[src/rtl/line_buf_pkg.sv]
// Shared types and default geometry for the 3-line buffer sequencer.
package line_buf_pkg;

    localparam int unsigned DEF_SCREENWIDTH  = 1600;
    localparam int unsigned DEF_SCREENHEIGHT = 900;
    localparam int unsigned DEF_COLW         = $clog2(DEF_SCREENWIDTH);
    // Row counter must be able to hold SCREENHEIGHT itself (end-of-frame value).
    localparam int unsigned DEF_ROWW         = $clog2(DEF_SCREENHEIGHT + 1);

    typedef enum logic [1:0] {
        IDLE = 2'd0,
        FILL = 2'd1,
        RUN  = 2'd2,
        DONE = 2'd3
    } lb_state_t;

endpackage

[src/rtl/sync_edge_det.sv]
// One-flop register of a timing strobe plus its rising-edge pulse.
module sync_edge_det (
    input  logic clk,
    input  logic rst,
    input  logic d,
    output logic rise
);

    logic q;

    always_ff @(posedge clk) begin
        if (rst) q <= 1'b0;
        else     q <= d;
    end

    assign rise = d & ~q;

endmodule

[src/rtl/line_buffer_ctrl.sv]
// Sequencer for the 3-line pixel buffer feeding the 3x3 window filters.
// Optional line-length checker enabled by defining LINE_LEN_CHECK_EN.
module line_buffer_ctrl
    import line_buf_pkg::*;
#(
    parameter int unsigned SCREENWIDTH  = DEF_SCREENWIDTH,
    parameter int unsigned SCREENHEIGHT = DEF_SCREENHEIGHT,
    parameter int unsigned COLW         = $clog2(SCREENWIDTH),
    parameter int unsigned ROWW         = $clog2(SCREENHEIGHT + 1)
) (
    input  logic            clk,
    input  logic            rst,
    input  logic            dv_i,
    input  logic            hs_i,
    input  logic            vs_i,
    output logic            buf_dv_o,
    output logic            line_end_o,
    output logic            win_valid_o,
    output logic [COLW-1:0] col_o,
    output logic [ROWW-1:0] row_o,
    output logic [1:0]      state_o,
    output logic            frame_done_o
`ifdef LINE_LEN_CHECK_EN
    ,
    output logic            err_len_o
`endif
);

    lb_state_t       state;
    logic [COLW-1:0] col;
    logic [ROWW-1:0] row;
    logic [ROWW-1:0] row_inc;
    logic            line_seen;
    logic            line_full;
    logic            hs_rise;
    logic            vs_rise;
    logic            active;
    logic            at_last;
    logic            win_hit;

    sync_edge_det u_hs_edge (.clk(clk), .rst(rst), .d(hs_i), .rise(hs_rise));
    sync_edge_det u_vs_edge (.clk(clk), .rst(rst), .d(vs_i), .rise(vs_rise));

    // col is the index of the next pixel; line_full marks the last column written.
    assign active   = (state == FILL) || (state == RUN);
    assign at_last  = (col == COLW'(SCREENWIDTH - 1));
    assign buf_dv_o = dv_i && active && !line_full;
    assign win_hit  = (state == RUN) && buf_dv_o && (col >= COLW'(2));
    assign row_inc  = row + ROWW'(1);
    assign state_o  = state;

    always_ff @(posedge clk) begin
        if (rst) begin
            state        <= IDLE;
            col          <= '0;
            row          <= '0;
            line_seen    <= 1'b0;
            line_full    <= 1'b0;
            line_end_o   <= 1'b0;
            win_valid_o  <= 1'b0;
            col_o        <= '0;
            row_o        <= '0;
            frame_done_o <= 1'b0;
        end else begin
            line_end_o   <= hs_rise | vs_rise;
            frame_done_o <= 1'b0;
            win_valid_o  <= win_hit;
            if (win_hit) begin
                col_o <= col - COLW'(1);
                row_o <= row - ROWW'(1);
            end

            // A vs edge (re)starts a frame from any state and wins over line ends.
            if (vs_rise) begin
                state     <= FILL;
                row       <= '0;
                col       <= '0;
                line_seen <= 1'b0;
                line_full <= 1'b0;
            end else if (line_end_o) begin
                col       <= '0;
                line_seen <= 1'b0;
                line_full <= 1'b0;
                if (line_seen) begin
                    row <= row_inc;
                    if (state == FILL && row_inc == ROWW'(2)) begin
                        state <= RUN;
                    end else if (state == RUN && row_inc == ROWW'(SCREENHEIGHT)) begin
                        state        <= DONE;
                        frame_done_o <= 1'b1;
                    end
                end
            end else if (buf_dv_o) begin
                line_seen <= 1'b1;
                if (at_last) line_full <= 1'b1;
                else         col       <= col + COLW'(1);
            end
        end
    end

`ifdef LINE_LEN_CHECK_EN
    // Sticky: short line, or pixel dropped after the last column.
    always_ff @(posedge clk) begin
        if (rst || vs_rise) begin
            err_len_o <= 1'b0;
        end else if ((line_end_o && line_seen && !line_full) ||
                     (dv_i && active && line_full)) begin
            err_len_o <= 1'b1;
        end
    end
`endif

endmodule

[config.mk]
export PLATFORM = sky130hd
export DESIGN_NAME = line_buffer_ctrl
export DESIGN_NICKNAME = d
export VERILOG_FILES = /design/src/rtl/line_buf_pkg.sv /design/src/rtl/sync_edge_det.sv /design/src/rtl/line_buffer_ctrl.sv
export SDC_FILE = /design/constraint.sdc
export NUM_CORES = 1
export LEC_CHECK = 0
export CAP_MARGIN = 30
export CORE_MARGIN = 2
export CORE_UTILIZATION = 50
export CTS_CLUSTER_SIZE = 28
export DETAILED_ROUTE_END_ITERATION = 8
export PLACE_DENSITY = 0.78
export SLEW_MARGIN = 40
export SYNTH_ARGS = -nofsm -noshare
export SYNTH_HDL_FRONTEND = slang
export SYNTH_HIERARCHICAL = 1
export SYNTH_SLANG_ARGS = --single-unit
[constraint.sdc]
create_clock -name clk -period 2.3 [get_ports clk]
set_input_delay 0.345 -clock clk [delete_from_list [all_inputs] [get_ports clk]]
set_output_delay 0.345 -clock clk [all_outputs]
set_load 0.01 [all_outputs]
==> results.txt <==
The shortest clock period the worst path allows after layout came out at 2.05 ns. During placement, the flow inserted port buffers numbering 31. The maximum cell stage delay along the critical path came out at 0.45 ns. The number of pins exceeding their max-slew limit in the final report was 0. Counting every net in the synthesized netlist gives 332. The aggregate global-route resource usage came out at 18.9%. The class of the worst hold path is flip-flop to flip-flop. Between clock sinks in the finished design, the worst skew comes to approximately 0.011 ns. In this run the clock root is driven by a sky130_fd_sc_hd__clkbuf_8. The worst supply voltage drop on vdd is between 0.0003 and 0.0004 V. Setup repair after global routing left no endpoint under its margin. The number of global-route vias before repair came to 2011. The initial antenna violation count is 0. The top achievable clock speed is about 490 MHz. Synthesis handed over a netlist of 318 instances.

For this design, the slowest cell found on the critical path is sky130_fd_sc_hd__or4_4. By startpoint and endpoint, the worst setup path is classified as flip-flop to flip-flop. STA classifies the critical path startpoint as a flip-flop.

Of all nets on the critical path, the largest fanout is 6. The buffers inserted during post-CTS setup optimization is 0. After routing the design area is between 3000 and 4000 um2.

The number of cells on the worst reg-to-reg path is 7. TritonCTS built the clock tree. The top-level port count came out at 32.

Data arrives at the worst endpoint at 2.27 ns. The proportion of synthesized chip area in sequential cells came out at a little under two fifths. The flow ran to the end, and the final reports show no timing, DRC or antenna violations. In this run the cell area measured after placement is 3060 um2. At the later pin of the worst-skew pair, clock insertion delay measures 0.30 ns. In the routed layout, each cell is associated on average with a via count of about 5.4. The number of buffers created by CTS is 5.

The starting density of the core came out at 52.0%. For this block, the initial DRC count from the detailed router was 106. The average wire length per cell after detail routing came out at approximately 13 um. The DRC violations left came out at 0. Measured along the y axis, the die boundary spans 77.1 um. The initialized floorplan defines 26 standard-cell rows.

The die extent in x is 77.1 um. The count of different cell masters after synthesis is 43. The net count of the finished layout came out at 355. The detail route stage leaves a number of antenna-violating nets equal to 0. The required time reported for the critical path endpoint came out at 2.52 ns. Entering global routing, the biggest net connects 42 pins.

In this run the most critical hold path is launched from line_seen$_SDFFE_PP0P_. The first TritonRoute pass finished after 4 iterations. The tool flagged a number of max-cap violations equal to 0. The number of buffers and inverters on the critical path is 1. The transition time at the pin with the least slew margin is ~0.54 ns. The ratio of total power to cell area is 492 nW/um2. The capture instance of the worst register-to-register path is state_o[0]$_SDFFE_PP0P_.

The setup slack on the worst flop-to-flop path is 0.25 ns. In this design, the largest share of critical-path delay is due to compound AO/OA/AOI/OAI gates. The half-perimeter wire length of the detailed placement result came out at 4010 um. The fraction of the cycle the final worst path needs is 89.1%. The post-synthesis to final-layout area growth came out at 18.3%. The total wire length came out at 5380 um.

In this run the static leakage power is 1.12 nW. The critical path goes through ha_1 -> buf_4 -> xor2_1 -> or4_4 -> a211oi_2 -> o2111ai_1 -> a211oi_1. The capturing element type of the critical path is a flip-flop. The worst slew margin relative to its limit came out at approximately 64%. The die footprint is 5950 um2. The H-tree was split into 2 levels. The average instance area after synthesis is 8.41 um2.

The total vias in the final route is 2199. The first global-routing pass estimated 9320 um of wire. The sum of overflow across all layers after global routing is 0. The weighted congestion reported at the end of routability-driven placement came out at a little over 0.9. In this run the critical register-to-register path is launched from row[0]$_SDFFE_PP0P_. Setup violations remaining at the end of the flow were counted as 0. The number of clock sinks is 51. The flop and latch count out of synthesis is 51. The worst hold path passes through 2 cells.

The fraction of layout instances using a drive strength above 1 is approximately 10%. The number of hold buffers added after cts came out at 0. The final-layout setup total negative slack came out at 0 ns. The area of the placeable core is approximately 5100 um2.

The number of warnings issued by yosys came out at 6. The maximum clock path buffer count came out at 2. The clock-pin slew of the registers on the worst-case setup and hold paths is about 0.090 ns.

The final count of hold timing violations came out at 0. The repair_antennas step left the layout with diodes totalling 0. Summing every instance area after synthesis gives 2680 um2. The worst hold path terminates at line_seen$_SDFFE_PP0P_.
tightest hold or removal path, delay by kind of cell (launching register included):
family	cells	cell delay (ns)
flops	1	0.34
simple gates	2	0.12
Yosys cell counts, drive strengths merged:
library cell	instances	area share [%]
nand4	5	1.2
o31ai	1	0.28
or4	3	1.1
xor2	9	2.9
o2111ai	1	0.33
nand2	18	2.8
buf	12	2.9
a311oi	2	0.65
or4b	1	0.37
inv	14	2.0
nor2	55	7.7
a211oi	19	5.5
a211o	1	0.33
nand2b	2	0.47
or3	4	0.94
nand3	9	2.2
and3	3	0.75
ha	9	4.2
dfxtp	51	38
nor3	21	3.9
a31oi	4	0.94
nand4b	1	0.33
clkbuf	16	2.3
a21oi	3	0.56
mux2i	3	1.1
o21ai	4	0.75
a2111oi	1	0.33
o31a	1	0.37
nor4	8	1.9
or2	2	0.47
nor3b	2	0.75
xnor2	27	8.8
a2bb2oi	1	0.33
nor2b	5	2.3
worst max-delay path by stage:
stage	start	end	slack, ns	depth (start not counted)
2_1_floorplan	row[0]$_SDFFE_PP0P_	state_o[0]$_SDFFE_PP0P_	0.04	7
5_1_grt	state_o[0]$_SDFFE_PP0P_	row_o[2]$_SDFFE_PP0P_	0.11	8
3_5_place_dp	dv_i	col_o[4]$_SDFFE_PP0P_	0.23	7
6_report	row[0]$_SDFFE_PP0P_	state_o[0]$_SDFFE_PP0P_	0.25	7
3_3_place_gp	dv_i	buf_dv_o	0.26	3
4_1_cts	row[0]$_SDFFE_PP0P_	state_o[0]$_SDFFE_PP0P_	0.23	7
power by group:
group          total (mW)  internal [mW]  switching [mW]
sequential          0.893          0.888         0.00500
combinational      0.0753         0.0338          0.0414
clock               0.588          0.319           0.269
what timing repair did:
item / 4_1_cts / 5_1_grt
endpoints found under the hold margin: 0 / 0
setup endpoints to repair: 1 / 0
resized for setup: 2 / 0
layout by cell type, fill, tap and decap left out, drive strengths merged:
cell type,instances
o21ai,4
xor2,9
and3,3
nor2,55
clkdlybuf4s50,30
nand2b,2
o31ai,1
inv,14
or2,2
a31oi,4
nor3b,2
dfxtp,51
a211oi,19
nand2,18
nor4,8
buf,13
dlygate4sd2,1
nor3,21
o31a,1
bufinv,1
nand4,5
nand4b,1
a2111oi,1
nand3,9
ha,9
xnor2,27
a311oi,2
nor2b,5
or4,3
or3,4
a2bb2oi,1
or4b,1
mux2i,3
a21oi,3
a211o,1
o2111ai,1
clkbuf,6
flip-flops by register name, summed over array words and instances (netlist names):
| name | cells |
|---|---|
| line_seen | 1 |
| row | 10 |
| col_o | 11 |
| win_valid_o | 1 |
| u_vs_edge/q | 1 |
| u_hs_edge/q | 1 |
| line_end_o | 1 |
| col | 11 |
| row_o | 10 |
| frame_done_o | 1 |
| state_o | 2 |
| line_full | 1 |
layout make-up:
| type | instances | area, um2 |
|---|---|---|
| repair buffers | 44 | 419 |
| fillers | 505 | 1970 |
| clock inverters | 1 | 30.0 |
| multi-input cells | 225 | 1480 |
| clock buffers | 6 | 72.6 |
| inverters | 14 | 52.6 |
| flip-flops and latches | 51 | 1020 |
| well taps | 70 | 87.6 |
through the flow:
step	hold WS, ns	power, mW	util, %	std cells	worst slack [ns]
finish	0.488	1.56	61.6	411	0.251
global route	0.512	1.62	61.6	411	0.106
CTS	0.488	1.58	61.6	411	0.232
detailed placement	0.463	0.989	59.5	404	0.228
global placement	0.455	0.988	59.5	404	0.262
floorplan	0.409	0.960	-	318	0.0439
kinds of logic (layout without fill, tap and decap cells):
group                      Yosys count  count (layout)  synth area share (%)
AOI/OAI and AO/OA                   38              38                  10.4
adders and majority gates            9               9                  4.21
and+or+nand+nor                    139             139                  27.1
buffers and inverters               42              65                  7.20
DFF                                 51              51                  38.2
muxes                                3               3                  1.12
xor gates and xnor gates            36              36                  11.8
per-layer routing:
layer	GRT usage [%]	vias up	wire [um]
met4	4.29	0	33
met5	0	-	0
met1	25.6	1013	2530
li1	-	1127	-
met2	31.7	57	2540
met3	2.82	2	282
Note: power is estimated with default switching activity, not from simulation.
